**config.mk**
```make
export PLATFORM = sky130hd
export DESIGN_NAME = commit_trace_packer
export DESIGN_NICKNAME = d
export VERILOG_FILES = /design/src/rtl/commit_trace_pkg.sv /design/src/rtl/commit_trace_fifo.sv /design/src/rtl/commit_trace_packer.sv
export SDC_FILE = /design/constraint.sdc
export NUM_CORES = 1
export LEC_CHECK = 0
export CAP_MARGIN = 25
export CORE_ASPECT_RATIO = 1.5
export CORE_MARGIN = 2
export CORE_UTILIZATION = 35
export CTS_CLUSTER_DIAMETER = 80
export DETAILED_ROUTE_END_ITERATION = 10
export GPL_ROUTABILITY_DRIVEN = 0
export PLACE_DENSITY_LB_ADDON = 0.15
export SLEW_MARGIN = 20
export SYNTH_ARGS = -nofsm -noshare
export SYNTH_HDL_FRONTEND = slang
export SYNTH_SLANG_ARGS = --single-unit
```
**constraint.sdc**
```tcl
create_clock -name clk -period 14.5 [get_ports clk]
set_clock_uncertainty 0.15 [all_clocks]
set_input_delay 2.9 -clock clk [delete_from_list [all_inputs] [get_ports clk]]
set_output_delay 2.9 -clock clk [all_outputs]
set_load 0.01 [all_outputs]
```
**src/rtl/commit_trace_pkg.sv**
```systemverilog
// Shared types for the commit trace packer.
// Optional build macro: COMMIT_TRACE_FILTER_X0_EN (drop rd==0 commits).
package commit_trace_pkg;

   localparam logic [7:0] TRACE_MAGIC = 8'hA5;

   typedef struct packed {
      logic [15:0] seq;
      logic [4:0]  rd;
      logic [31:0] pc;
      logic [31:0] data;
   } commit_rec_t;

   typedef enum logic [1:0] {
      IDLE,
      HDR,
      PC,
      DATA
   } pack_state_e;

   function automatic logic [31:0] hdr_word(input commit_rec_t r);
      return {TRACE_MAGIC, 3'b000, r.rd, r.seq};
   endfunction

endpackage

```
**src/rtl/commit_trace_fifo.sv**
```systemverilog
// Record FIFO between the commit port and the packet FSM.
// A push while full is taken only if a pop frees the slot at the same edge.
module commit_trace_fifo
   import commit_trace_pkg::*;
#(
   parameter int DEPTH = 8
) (
   input  logic                     clk,
   input  logic                     reset_n,
   input  logic                     push,
   input  commit_rec_t              wdata,
   input  logic                     pop,
   output commit_rec_t              head,
   output commit_rec_t              next,
   output logic                     full,
   output logic                     empty,
   output logic [$clog2(DEPTH):0]   level
);

   localparam int AW = $clog2(DEPTH);

   commit_rec_t mem [DEPTH];
   logic [AW-1:0] wr_ptr;
   logic [AW-1:0] rd_ptr;
   logic do_push;
   logic do_pop;

   assign full    = (level == (AW+1)'(DEPTH));
   assign empty   = (level == '0);
   assign do_pop  = pop && !empty;
   assign do_push = push && (!full || do_pop);
   assign head    = mem[rd_ptr];
   assign next    = mem[rd_ptr + AW'(1)];

   // pointer and occupancy bookkeeping
   always_ff @(posedge clk or negedge reset_n) begin
      if (!reset_n) begin
         wr_ptr <= '0;
         rd_ptr <= '0;
         level  <= '0;
      end else begin
         if (do_push) wr_ptr <= wr_ptr + AW'(1);
         if (do_pop)  rd_ptr <= rd_ptr + AW'(1);
         if (do_push && !do_pop)      level <= level + 1'b1;
         else if (do_pop && !do_push) level <= level - 1'b1;
      end
   end

   // storage array, no reset needed
   always_ff @(posedge clk) begin
      if (do_push) mem[wr_ptr] <= wdata;
   end

endmodule

```
**src/rtl/commit_trace_packer.sv**
```systemverilog
// Packs retired register writes into 3-word trace packets.
// Optional build macro: COMMIT_TRACE_FILTER_X0_EN (drop rd==0 commits).
module commit_trace_packer
   import commit_trace_pkg::*;
#(
   parameter int DEPTH = 8,
   parameter int CNT_W = 16
) (
   input  logic                   clk,
   input  logic                   reset_n,
   input  logic                   commit_valid,
   input  logic [31:0]            commit_pc,
   input  logic [4:0]             commit_rd,
   input  logic [31:0]            commit_data,
   output logic                   trace_valid,
   input  logic                   trace_ready,
   output logic [31:0]            trace_word,
   output logic                   trace_last,
   output logic [$clog2(DEPTH):0] fifo_level,
   output logic [CNT_W-1:0]       overflow_cnt
);

   localparam int LW = $clog2(DEPTH) + 1;

   logic [15:0] seq;
   commit_rec_t rec;
   commit_rec_t head;
   commit_rec_t nxt;
   pack_state_e state;
   logic keep;
   logic full;
   logic empty;
   logic push;
   logic pop;
   logic drop;

   assign rec = '{seq: seq, rd: commit_rd, pc: commit_pc, data: commit_data};

`ifdef COMMIT_TRACE_FILTER_X0_EN
   assign keep = commit_valid && (commit_rd != 5'd0);
`else
   assign keep = commit_valid;
`endif

   assign pop  = (state == DATA) && trace_valid && trace_ready;
   assign push = keep && (!full || pop);
   assign drop = keep && full && !pop;

   commit_trace_fifo #(.DEPTH(DEPTH)) u_fifo (
      .clk     (clk),
      .reset_n (reset_n),
      .push    (push),
      .wdata   (rec),
      .pop     (pop),
      .head    (head),
      .next    (nxt),
      .full    (full),
      .empty   (empty),
      .level   (fifo_level)
   );

   // sequence number advances on every sampled commit, kept or not
   always_ff @(posedge clk or negedge reset_n) begin
      if (!reset_n)          seq <= '0;
      else if (commit_valid) seq <= seq + 16'd1;
   end

   // saturating count of records lost to a full FIFO
   always_ff @(posedge clk or negedge reset_n) begin
      if (!reset_n)                        overflow_cnt <= '0;
      else if (drop && overflow_cnt != '1) overflow_cnt <= overflow_cnt + 1'b1;
   end

   // packet FSM with registered stream outputs
   always_ff @(posedge clk or negedge reset_n) begin
      if (!reset_n) begin
         state       <= IDLE;
         trace_valid <= 1'b0;
         trace_word  <= '0;
         trace_last  <= 1'b0;
      end else begin
         unique case (state)
            IDLE: if (!empty) begin
               state       <= HDR;
               trace_valid <= 1'b1;
               trace_word  <= hdr_word(head);
               trace_last  <= 1'b0;
            end
            HDR: if (trace_ready) begin
               state      <= PC;
               trace_word <= head.pc;
            end
            PC: if (trace_ready) begin
               state      <= DATA;
               trace_word <= head.data;
               trace_last <= 1'b1;
            end
            DATA: if (trace_ready) begin
               trace_last <= 1'b0;
               if (fifo_level > LW'(1)) begin
                  state      <= HDR;
                  trace_word <= hdr_word(nxt);
               end else if (push) begin
                  state      <= HDR;
                  trace_word <= hdr_word(rec);
               end else begin
                  state       <= IDLE;
                  trace_valid <= 1'b0;
                  trace_word  <= '0;
               end
            end
         endcase
      end
   end

endmodule
```
==> results.cfg <==
[outcome]
outcome = complete, no violations

[timing]
fmax_ghz = 0.159
slew_headroom_pct = 28.5
slew_viol_final = 0
worstMarginPinSlew_ns = 1.07
rsz0062_at_grt = no
setup_violations = 0
layout_worst_path_cycle_share_pct = 43.3
period_minus_slack_ns = 6.27
finalSetupTns_ns = 0
hold_violations = 0

[grt]
grt_max_degree = 110
grt_pass1_vias = 16600
antenna_found_initial = 5
overflow = 0
track_usage_pct = 17.2
grt_pass1_wl_um = 113000

[floorplan]
die_height_um = 366
core_area_um2 = 86500
initial_utilization_pct = 35.3
rows = 132
dieArea_um2 = 89800
die_x_um = 245
ioPinCount = 127

[pwr]
pwr_density_cell_nw_per_um2 = 203
clkPwrFrac_pct = 25.3
leakage_nw = 11.7
p_int_w = 0.00483
swShare_pct = 32.7
pwr-share-seq_pct = 42.3
peakVddDrop_mv = 0.125
power_frac_comb_pct = 32.4
netSwitchingPower_w = 0.00235

[drt]
vias_per_cell = 5.33
drc = 0
vias = 15400
drt-initial-drc-count = 1183
wl_per_cell_um = 26.6
drtAntennaViolNets = 0
totalWireLength_um = 76600
first_pass_iters = 5

[final_layout]
nFillCells = 7694
areaGrowthSynthToFinish_pct = 16.0
drive_above_1_share_pct = 20.8
final_nets = 1772
final_cells = 2882

[min_path]
min_from = overflow_cnt[10]
hold_depth = 1
hold_class = reg2reg
hold_end = overflow_cnt[10]

[synthesis]
yosysMostFrequentCell = edfxtp_1
ys_ff_latch = 758
synth_cells = 1535
synth-compound-area-share_pct = 3.39
synthFlopType = edfxtp_1
synth_fa_ha_area_share_pct = 0.532
synth_area_um2 = 30600
yosys.area.top_type = edfxtp_1
ys_async_sr_fraction_pct = 10.3
ys_seq_area_share_pct = 73.1
synth-xor-area-share_pct = 1.15
yosys.cell_types.count = 49
synthTopCellsByArea = edfxtp_1, mux4_2, dfrtp_1, mux2i_1, nand2_1
netlist.area_leader.share_pct = 66.8
syn_nets = 1621
yosys_warnings = 0
synth_edf_count = 680
synth_top_family_by_area = multiplexers
syn_avg_cell_area_um2 = 19.9
synth_mux_area_share_pct = 16.7
synthTopCellsByCount = edfxtp_1, mux4_2, nand2_1, dfrtp_1, nor2_1
synth-simple-area-share_pct = 3.56

[worst_setup_path]
r2r_slack_ns = 10.36
cp.required_ns = 14.59
worst_path_largest_cell_delay_ns = 0.77
r2r_cells = 8
path_cells = clkdlybuf4s50_1, inv_1, a31o_2, inv_1, nand2_1, nor3b_2, buf_4, buf_4
slowest_stage = clkdlybuf4s50_1
r2r_start = state[0]
critical_path.max_fanout = 43
crit_type = in2reg
critPathArrivalTime_ns = 6.36
crit_start = commit_valid
critPathCaptureType = register
start_kind = input port
reg2reg_to = u_fifo.mem[5][54]

[cts]
clk_root_buffer_cell = clkbuf_16
post_cts_buffers = 0
clockBufferDepth = 3
ctsResizeCount = 0
numClockSinks = 758
ctsHoldBuffers = 0
cts_made_buffers = 74
htreeDepth = 3
cts_tree = yes
clk_latency_ns = 0.62
path_clk_slew_ns = 0.06

[run]
cap_violations = 0

[placement]
dp_hpwl_um = 46000
io_buffers = 126
dp.cells = 2747
==> cell usage in the layout, fill, tap and decap left out, drive strengths merged, types with 2 or more instances in the layout <==
master,synthesis,final
inv,12,14
mux2i,48,48
a31oi,6,6
edfxtp,680,680
nor2b,5,5
buf,53,32
nand3,31,31
a22o,38,38
clkinv,0,23
dfrtp,78,78
o22ai,2,2
clkbuf,29,105
o221ai,7,7
xnor2,29,29
and3,7,7
o21ai,5,5
nand4,11,11
nor3b,2,2
o211ai,22,22
nand3b,2,2
mux4,204,204
a221oi,9,9
ha,13,13
nor2,55,55
clkdlybuf4s50,0,125
a21oi,3,3
nor3,8,8
o22a,2,2
and2,8,8
nand2,114,114
mux2,4,4
a22oi,29,29
xor2,9,9
==> sequential cells by signal (all words and copies together) (netlist names) <==
register,count
u_fifo.mem,680
u_fifo.wr_ptr,3
trace_last,1
trace_word,32
trace_valid,1
u_fifo.level,4
seq,16
state,2
u_fifo.rd_ptr,3
overflow_cnt,16
==> worst max path at each step <==
stage	end	slack, ns	cells past startpoint
finish	u_fifo.mem[5][54]	8.23	8
global route	u_fifo.mem[5][54]	8.01	8
CTS	u_fifo.mem[5][54]	8.25	8
detailed placement	u_fifo.mem[5][21]	7.57	8
global placement	u_fifo.mem[5][21]	7.69	8
floorplan	u_fifo.mem[2][0]	1.37	4
==> kinds of logic after synthesis <==
group / count (synthesis)
flops: 758
simple gates: 247
compound gates: 129
mux: 256
xor+xnor: 38
fa+ha+maj: 13
buf+inv: 94
==> per-stage QoR <==
stage / setup slack (ns) / hold WS [ns] / util (%) / instance area, um2 / power [W]
after CTS: 8.25 / 0.354 / 41.0 / 35400 / 0.00731
after detailed placement: 7.57 / 0.344 / 38.3 / 33200 / 0.00547
after floorplan: 1.37 / 0.368 / - / 30600 / 0.00464
after global placement: 7.69 / 0.331 / 38.3 / 33200 / 0.00546
final: 8.23 / 0.354 / 41.0 / 35500 / 0.00719
after global routing: 8.01 / 0.359 / 41.0 / 35500 / 0.00755
==> area by class of cell <==
type | instances | area [um2] | share of cell area, %
sequential | 758 | 22400 | 63.1
multi-input combinational | 683 | 7840 | 22.1
clock buffer | 105 | 2060 | 5.81
timing repair buffer | 157 | 1530 | 4.31
tap | 1139 | 1430 | 4.02
clock inverter | 27 | 196 | 0.554
inverter | 12 | 45.0 | 0.127
antenna | 1 | 2.50 | 0.00705
==> per-layer routing <==
layer | track usage (%) | wire length (um) | share of wire (%) | vias to the layer above
met5 | 0 | 48 | 0.063 | -
met4 | 6.05 | 2010 | 2.6 | 8
met3 | 3.25 | 3810 | 5.0 | 96
met2 | 28.6 | 38200 | 50 | 379
met1 | 22.4 | 32600 | 43 | 8279
li1 | - | - | - | 6602
==> power by group through the flow <==
| stage | logic, W | registers [W] | clock network, W |
|---|---|---|---|
| after CTS | 0.00238 | 0.00305 | 0.00187 |
| after global routing | 0.00251 | 0.00308 | 0.00195 |
| after detailed placement | 0.00238 | 0.00310 | 0 |
| after floorplan | 0.00164 | 0.00300 | 0 |
| after global placement | 0.00236 | 0.00309 | 0 |
| final | 0.00233 | 0.00304 | 0.00182 |
==> critical path: cells and delay by family <==
kind / cells / cell delay [ns]
buffers and inverters: 5 / 2.39
and+or+nand+nor: 2 / 0.67
AOI/OAI and AO/OA: 1 / 0.31
Power figures use the tool's default switching activity.
